<file path="src/rtl/deadlock_kernel_monitor_gen2.sv">
// deadlock_kernel_monitor_gen2
//   Dataflow deadlock monitor for HLS kernel co-simulation. Declares deadlock
//   after THRESH consecutive cycles in which every process is idle or blocked
//   and at least one process is blocked. Deadlock is sticky until clear.
//   Also flags AXIS channels that have been blocked for AXIS_THRESH cycles.
//
// Ports
//   kernel_monitor_clock  rising-edge clock
//   kernel_monitor_reset  asynchronous active-low reset
//   enable / clear        monitoring enable, sync clear of sticky deadlock
//   inst_idle_sigs        per-process idle flags       [N_PROC]
//   inst_block_sigs       per-process blocked flags    [N_PROC]
//   axis_block_sigs       per-channel AXIS blocked     [N_AXIS]
//   kernel_block          high while in DEADLOCK
//   deadlock_pulse        one-cycle pulse on DEADLOCK entry
//   culprit_idx           lowest blocked process index, latched on entry
//   stall_count           saturating count of consecutive suspect cycles
//   axis_stall            per-channel long-stall flags
//   state                 IDLE=0 MONITOR=1 SUSPECT=2 DEADLOCK=3
//
// Optional feature (macro DEADLOCK_MON_SNAPSHOT_EN)
//   Adds snapshot_block [N_PROC], the inst_block_sigs captured on DEADLOCK
//   entry (cleared by reset only), plus a simulation message on entry.

module deadlock_kernel_monitor_gen2 #(
    parameter int unsigned N_PROC      = 4,
    parameter int unsigned N_AXIS      = 2,
    parameter int unsigned THRESH      = 16,
    parameter int unsigned CNT_W       = 16,
    parameter int unsigned AXIS_THRESH = 1024,
    parameter int unsigned AXIS_CNT_W  = 12,
    localparam int unsigned IDX_W      = (N_PROC > 1) ? $clog2(N_PROC) : 1
) (
    input  logic                kernel_monitor_clock,
    input  logic                kernel_monitor_reset,
    input  logic                enable,
    input  logic                clear,
    input  logic [N_PROC-1:0]   inst_idle_sigs,
    input  logic [N_PROC-1:0]   inst_block_sigs,
    input  logic [N_AXIS-1:0]   axis_block_sigs,
    output logic                kernel_block,
    output logic                deadlock_pulse,
    output logic [IDX_W-1:0]    culprit_idx,
    output logic [CNT_W-1:0]    stall_count,
    output logic [N_AXIS-1:0]   axis_stall,
    output logic [1:0]          state
`ifdef DEADLOCK_MON_SNAPSHOT_EN
    ,
    output logic [N_PROC-1:0]   snapshot_block
`endif
);

    typedef enum logic [1:0] {
        ST_IDLE     = 2'd0,
        ST_MONITOR  = 2'd1,
        ST_SUSPECT  = 2'd2,
        ST_DEADLOCK = 2'd3
    } state_t;

    localparam logic [CNT_W-1:0]      CNT_MAX  = {CNT_W{1'b1}};
    localparam logic [CNT_W-1:0]      THR_M1   = CNT_W'(THRESH - 1);
    localparam logic [AXIS_CNT_W-1:0] AXIS_MAX = {AXIS_CNT_W{1'b1}};
    localparam logic [AXIS_CNT_W-1:0] AXIS_THR = AXIS_CNT_W'(AXIS_THRESH);

    state_t            r_state;
    logic [CNT_W-1:0]  r_cnt;
    logic              r_kernel_block;
    logic              r_pulse;
    logic [IDX_W-1:0]  r_culprit;

    logic              w_cond;
    logic              w_enter;
    logic [IDX_W-1:0]  w_prio;
    logic [CNT_W-1:0]  w_cnt_inc;

    // Quiet-but-blocked: every process idle or blocked, at least one blocked.
    assign w_cond = enable & (&(inst_idle_sigs | inst_block_sigs)) & (|inst_block_sigs);

    assign w_cnt_inc = (r_cnt == CNT_MAX) ? r_cnt : r_cnt + CNT_W'(1);

    // Edge on which DEADLOCK is entered; THRESH==1 skips SUSPECT.
    assign w_enter = w_cond &
                     (((r_state == ST_MONITOR) && (THRESH == 1)) ||
                      ((r_state == ST_SUSPECT) && (r_cnt == THR_M1)));

    // Lowest-index blocked process.
    always_comb begin
        w_prio = '0;
        for (int i = int'(N_PROC) - 1; i >= 0; i--) begin
            if (inst_block_sigs[i]) begin
                w_prio = IDX_W'(i);
            end
        end
    end

    // Main FSM and suspect/stall counter.
    always_ff @(posedge kernel_monitor_clock or negedge kernel_monitor_reset) begin
        if (!kernel_monitor_reset) begin
            r_state        <= ST_IDLE;
            r_cnt          <= '0;
            r_kernel_block <= 1'b0;
        end else begin
            r_kernel_block <= w_enter | ((r_state == ST_DEADLOCK) & ~clear);
            case (r_state)
                ST_IDLE: begin
                    r_cnt <= '0;
                    if (enable) begin
                        r_state <= ST_MONITOR;
                    end
                end
                ST_MONITOR: begin
                    if (!enable) begin
                        r_state <= ST_IDLE;
                        r_cnt   <= '0;
                    end else if (w_cond) begin
                        r_cnt   <= CNT_W'(1);
                        r_state <= w_enter ? ST_DEADLOCK : ST_SUSPECT;
                    end else begin
                        r_cnt <= '0;
                    end
                end
                ST_SUSPECT: begin
                    if (!enable) begin
                        r_state <= ST_IDLE;
                        r_cnt   <= '0;
                    end else if (!w_cond) begin
                        r_state <= ST_MONITOR;
                        r_cnt   <= '0;
                    end else begin
                        r_cnt <= w_cnt_inc;
                        if (w_enter) begin
                            r_state <= ST_DEADLOCK;
                        end
                    end
                end
                ST_DEADLOCK: begin
                    // Sticky: only clear leaves; stall count keeps growing under cond.
                    if (clear) begin
                        r_state <= ST_MONITOR;
                        r_cnt   <= '0;
                    end else if (w_cond) begin
                        r_cnt <= w_cnt_inc;
                    end
                end
                default: begin
                    r_state <= ST_IDLE;
                    r_cnt   <= '0;
                end
            endcase
        end
    end

    // Entry pulse and culprit latch.
    always_ff @(posedge kernel_monitor_clock or negedge kernel_monitor_reset) begin
        if (!kernel_monitor_reset) begin
            r_pulse   <= 1'b0;
            r_culprit <= '0;
        end else begin
            r_pulse <= w_enter;
            if (w_enter) begin
                r_culprit <= w_prio;
            end
        end
    end

`ifdef DEADLOCK_MON_SNAPSHOT_EN
    logic [N_PROC-1:0] r_snapshot;

    // Blocked-vector snapshot on entry; survives clear.
    always_ff @(posedge kernel_monitor_clock or negedge kernel_monitor_reset) begin
        if (!kernel_monitor_reset) begin
            r_snapshot <= '0;
        end else if (w_enter) begin
            r_snapshot <= inst_block_sigs;
            $display("%0t deadlock_kernel_monitor_gen2: deadlock, culprit %0d", $time, w_prio);
        end
    end

    assign snapshot_block = r_snapshot;
`endif

    // Per-channel AXIS stall counters, independent of enable/clear.
    for (genvar g = 0; g < int'(N_AXIS); g++) begin : g_axis
        logic [AXIS_CNT_W-1:0] r_axis_cnt;
        logic [AXIS_CNT_W-1:0] w_axis_nxt;
        logic                  r_axis_stall;

        assign w_axis_nxt = !axis_block_sigs[g]    ? '0 :
                            (r_axis_cnt == AXIS_MAX) ? r_axis_cnt :
                                                       r_axis_cnt + AXIS_CNT_W'(1);

        // Flag from the next count so it rises on the AXIS_THRESH-th blocked edge.
        always_ff @(posedge kernel_monitor_clock or negedge kernel_monitor_reset) begin
            if (!kernel_monitor_reset) begin
                r_axis_cnt   <= '0;
                r_axis_stall <= 1'b0;
            end else begin
                r_axis_cnt   <= w_axis_nxt;
                r_axis_stall <= (w_axis_nxt >= AXIS_THR);
            end
        end

        assign axis_stall[g] = r_axis_stall;
    end

    assign kernel_block   = r_kernel_block;
    assign deadlock_pulse = r_pulse;
    assign culprit_idx    = r_culprit;
    assign stall_count    = r_cnt;
    assign state          = r_state;

endmodule
</file>
<file path="config.mk">
export PLATFORM = sky130hd
export DESIGN_NAME = deadlock_kernel_monitor_gen2
export DESIGN_NICKNAME = d
export VERILOG_FILES = /design/src/rtl/deadlock_kernel_monitor_gen2.sv
export SDC_FILE = /design/constraint.sdc
export NUM_CORES = 1
export LEC_CHECK = 0
export BUFFER_PORTS_ARGS = -buffer_cell sky130_fd_sc_hd__buf_2
export CORE_ASPECT_RATIO = 0.5
export CORE_MARGIN = 4
export CORE_UTILIZATION = 55
export CTS_BUF_LIST = sky130_fd_sc_hd__clkbuf_8
export DETAILED_ROUTE_END_ITERATION = 16
export GPL_TIMING_DRIVEN = 0
export PLACE_DENSITY = 0.77
export SKIP_CTS_REPAIR_TIMING = 1
export SLEW_MARGIN = 20
export SYNTH_ARGS = -nofsm -noshare
export SYNTH_HDL_FRONTEND = slang
export SYNTH_SLANG_ARGS = --single-unit
export TNS_END_PERCENT = 5
</file>
<file path="constraint.sdc">
create_clock -name kernel_monitor_clock -period 4.54 [get_ports kernel_monitor_clock]
set_clock_uncertainty 0.15 [all_clocks]
set_input_delay 0.454 -clock kernel_monitor_clock [delete_from_list [all_inputs] [get_ports kernel_monitor_clock]]
set_output_delay 0.454 -clock kernel_monitor_clock [all_outputs]
set_load 0.01 [all_outputs]
</file>
# --- After elaboration in Yosys (flattened, before gate mapping) ---
# Index checks and enable logic that the tools add are counted.
word_totals:
  ff_bits: 48
  in_bits: 14
  out_inout_bits: 24
  elab_cells: 63
classes:
  add_sub_neg: 3
  order_cmp: 2
  n_eq_ne: 12
  muxes: 25
  bitwise_logic: 7
  n_reduce_logical: 5
ops:
  columns: ["operator", "count"]
  rows:
  - ["$mux 16", 5]
  - ["$pmux 16 s4", 1]
  - ["$mux 12", 4]
  - ["$add 12x1->12 const B", 2]
  - ["$eq 12x12->1 const B", 2]
  - ["$ge 12x11->1 const B", 2]
  - ["$mux 2", 11]
  - ["$add 16x1->16 const B", 1]
  - ["$eq 16x16->1 const B", 1]
  - ["$eq 16x4->1 const B", 1]
  - ["$pmux 2 s4", 1]
  - ["$reduce_and 4->1", 2]
  - ["$ne 3x3->1 const B", 2]
  - ["$and 1x1->1", 4]
  - ["$eq 2x2->1 const B", 2]
  - ["$ne 2x2->1 const B", 2]
  - ["$ne 4x4->1 const B", 1]
  - ["$or 4x4->4", 1]
  - ["$reduce_or 4->1", 1]
  - ["$mux 1", 3]
  - ["$eq 2x1->1 const B", 1]
  - ["$logic_not 2->1", 1]
  - ["$logic_and 1x1->1", 1]
  - ["$not 1->1", 1]
  - ["$or 1x1->1", 1]

# --- Longest topological paths before layout ---
depth:
  ltp_word: 9
  depth_mapped: 7
  ltp_nobuf: 6

# --- Least setup slack after synthesis ---
# OpenSTA, ideal clock, no wires.
synth_path:
  kind: "register to register"
  start: "register r_cnt[0] (netlist: stall_count[0])"
  end: "register r_cnt[5] (netlist: stall_count[5])"
  setup_ns: 0.119
  arrival_ns: 1.589
  required_time_ns: 4.271
  slack_ns: 2.683
  stages_incl_launch_ff: 8
  path_buffers: 1
  synth_period_minus_slack_ns: 1.857
  cell_sequence: "dfrtp_1 -> ha_1 -> nand3_1 -> nor4_1 -> buf_2 -> a211oi_1 -> xnor2_1 -> nor2_1"
synth_between:
  elab_chain_len: 5
  elab_cells_between_ends: 8
  classes_between: "add/sub (1); eq/ne (1); mux (6)"
synth_lines:
  columns: ["element", "line", "text"]
  rows:
  - ["start, declared", "66", "logic [CNT_W-1:0] r_cnt;"]
  - ["start signal, assigned", "130", "r_cnt <= w_cnt_inc;"]
  - ["start signal, assigned", "142", "r_cnt <= w_cnt_inc;"]
  - ["$add 16x1->16 / $eq 16x16->1 (equally long branches)", "79", "assign w_cnt_inc = (r_cnt == CNT_MAX) ? r_cnt : r_cnt + CNT_W'(1);"]
  - ["$mux 16 *", "79", null]
  - ["$mux 16 (on tied branches)", "141, 126", null]
  - ["$mux 16 (on tied branches)", "138, 123", null]
  - ["$pmux 16 s4 *", "104", "case (r_state)"]
# Mark *: on every way between the ends. The rest lies on a longest branch, timed or not. The select of a mux whose other input is x is not followed.
# A chain may end at the register's enable or synchronous reset.

# --- Worst setup path after layout ---
layout_path:
  start: "register r_cnt[0] (netlist: stall_count[0])"
  end: "register r_cnt[10] (netlist: stall_count[10])"
# The elaborated chain is that of the path after synthesis.

==> flow_metrics.env <==
export IMPL_run_status="complete, no violations"
export IMPL_yosys_warnings=0
export IMPL_peakVddDrop_mv=0.194
export IMPL_gp_congestion=0.882
export IMPL_cts_root_buf="clkbuf_8"
export IMPL_comb_power_share=0.140
export IMPL_synth_top_cell_by_area="dfrtp_1"
export IMPL_finalMaxSlewViolations=0
export IMPL_grtUsageMet1=0.251
export IMPL_viasPerCell=5.88
export IMPL_io_buffers=37
export IMPL_synth_edf_count=0
export IMPL_arrival_ns=2.10
export IMPL_yosysMostFrequentCell="dfrtp_1"
export IMPL_max_clock_path_buffers=2
export IMPL_worst_pin_slew_ns=0.599
export IMPL_use_met3=0.0610
export IMPL_drt_wirelength_per_cell_um=13.9
export IMPL_power_density_nw_per_um2=277
export IMPL_boundaryPins=38
export IMPL_rows=17
export IMPL_die_w_um=107
export IMPL_setup_viol=0
export IMPL_leakagePower_uw=0.00133
export IMPL_min_delay_path_class="input pin to asynchronous set/reset pin"
export IMPL_relSlewSlack=0.597
export IMPL_endpoint_kind="flop"
export IMPL_synth_top_area_share=0.449
export IMPL_timing_final_crit_share=0.453
export IMPL_switching_share=0.278
export IMPL_ff2ff_setup_slack_ns=2.48
export IMPL_die_y_um=57.3
export IMPL_clkPwrFrac=0.324
export IMPL_critPathKind="flop to flop"
export IMPL_ys_async_sr_fraction=1.00
export IMPL_first_pass_iters=4
export IMPL_synth_avg_cell_area_sq_um=9.36
export IMPL_required_ns=4.59
export IMPL_start_util=0.588
export IMPL_layout_min_cycle_time_ns=2.06
export IMPL_area_growth_pct=13.7
export IMPL_startpoint_type="flop"
export IMPL_grt_util_met2=0.331
export IMPL_synth_flop_cell="dfrtp_1"
export IMPL_ys_seq_area_frac=0.449
export IMPL_numCtsBuffers=5
export IMPL_drc=0
export IMPL_num_vias=2333
export IMPL_drtIter0Drc=100
export IMPL_htreeDepth=2
export IMPL_grt_use_total=0.195
export IMPL_synth_seq_cells=48
export IMPL_overflow=0
export IMPL_grt_pass1_vias=2216
export IMPL_p_seq_frac=0.535
export IMPL_whs_ns=0.0108
export IMPL_cell_internal_pwr_uw=609
export IMPL_cap_violations=0
export IMPL_grt_pass1_wl_mm=9.80
export IMPL_routed_wl_mm=5.54
export IMPL_critPathMaxFanout=10
export IMPL_grt_busiest_layer="met2"
export IMPL_yosysUniqueCellTypes=46
export IMPL_syn_nets=307
export IMPL_cts_tree="yes"
export IMPL_dieArea_sq_um=6110
export IMPL_timing_fmax_mhz=486
export IMPL_antennaDiodeCount=0
export IMPL_synthTopCellsByArea="dfrtp_1 45%, xnor2_1 4.6%, nor2_1 3.8%"
export IMPL_nNetsFinal=351
export IMPL_hold_violations=0
export IMPL_syn_inst=286
export IMPL_power_switching_uw=234
export IMPL_fin_setup_tns_ns=0
export IMPL_clkTransAtPathRegs_ns=0.09
export IMPL_clk_insertion_delay_late_ns=0.30
export IMPL_dp_final_hpwl_mm=4.05
export IMPL_core_area_sq_um=4550
export IMPL_antenna_found_initial=0
export IMPL_final_antenna_net_count=0
export IMPL_synth_area_sq_um=2680
export IMPL_cts_sinks=48
export IMPL_synth_commonest_cells="48 x dfrtp_1, 27 x nor2_1, 21 x nand2_1, 18 x a21oi_1, 17 x nand3_1"
export IMPL_grt_max_degree=49
export IMPL_rsz0062_at_grt="false"
export IMPL_drive_above_1_share=0.184
power groups by stage:
stage / Combinational (uW) / Clock (uW) / Sequential [uW]
floorplan: 74.1 / 0 / 461
CTS: 119 / 281 / 452
global route: 132 / 304 / 453
finish: 118 / 274 / 451
detailed placement: 118 / 0 / 460
global placement: 113 / 0 / 459
stage by stage:
step	std cells	instance area [sq um]	worst slack [ns]	utilization	total power, uW
2_1_floorplan	286	2680	2.68	-	535
3_3_place_gp	389	2940	2.53	0.647	573
3_5_place_dp	389	2940	2.51	0.647	578
4_1_cts	397	3040	2.49	0.668	852
5_1_grt	397	3040	2.29	0.668	889
6_report	397	3040	2.48	0.668	843
worst max-delay path, cell delays in order, from the launching register on:
cell and delay, ns:
dfrtp_1 0.45, ha_1 0.22, nand3_1 0.13, nor4_1 0.36, buf_2 0.29, a21oi_1 0.09
a211oi_1 0.27
metal layers:
| layer | vias up | routed length [um] |
|---|---|---|
| met5 | - | 0 |
| met3 | 9 | 374 |
| met2 | 71 | 2530 |
| li1 | 1137 | - |
| met4 | 0 | 55 |
| met1 | 1116 | 2580 |
path summary, 6_finish.rpt:
path	start	to	cells past startpoint
max in group asynchronous	kernel_monitor_reset	stall_count[7]	1
min	kernel_monitor_reset	g_axis[1].r_axis_stall	1
min reg2reg	culprit_idx[1]	culprit_idx[1]	1
max reg2reg	stall_count[0]	stall_count[10]	6
max	stall_count[0]	stall_count[10]	6
min in group kernel_monitor_clock	axis_block_sigs[0]	g_axis[0].r_axis_stall	2
sequential cells by signal (all words and copies together), names as in the netlist:
| register | count |
|---|---|
| culprit_idx | 2 |
| deadlock_pulse | 1 |
| g_axis.r_axis_cnt | 24 |
| g_axis.r_axis_stall | 2 |
| kernel_block | 1 |
| stall_count | 16 |
| state | 2 |
kinds of logic after synthesis:
group,share of synthesized area
compound gates,0.173
xor+xnor,0.0622
fa+ha+maj,0.0327
buf+inv,0.0416
flops,0.449
mux,0.0159
simple gates,0.226
layout by cell type, fill, tap and decap left out, drive strengths merged, types with 12 or more instances in the layout:
cell	synthesis	routed
clkbuf	6	12
a21oi	18	18
buf	5	42
inv	11	12
nor2	27	27
nand4	16	16
o21ai	14	14
nand3	17	17
nand2	21	21
a211oi	13	13
dfrtp	48	48
xnor2	14	14
final cells by class:
cell class | instances | area [sq um]
Buffer | 11 | 66.3
Clock buffer | 6 | 82.6
Clock inverter | 2 | 13.8
Fill cell | 380 | 1510
Inverter | 12 | 45.0
Multi-Input combinational cell | 215 | 1360
Sequential cell | 48 | 1200
Tap cell | 66 | 82.6
Timing Repair Buffer | 37 | 188
(Power assumes the default switching activity.)
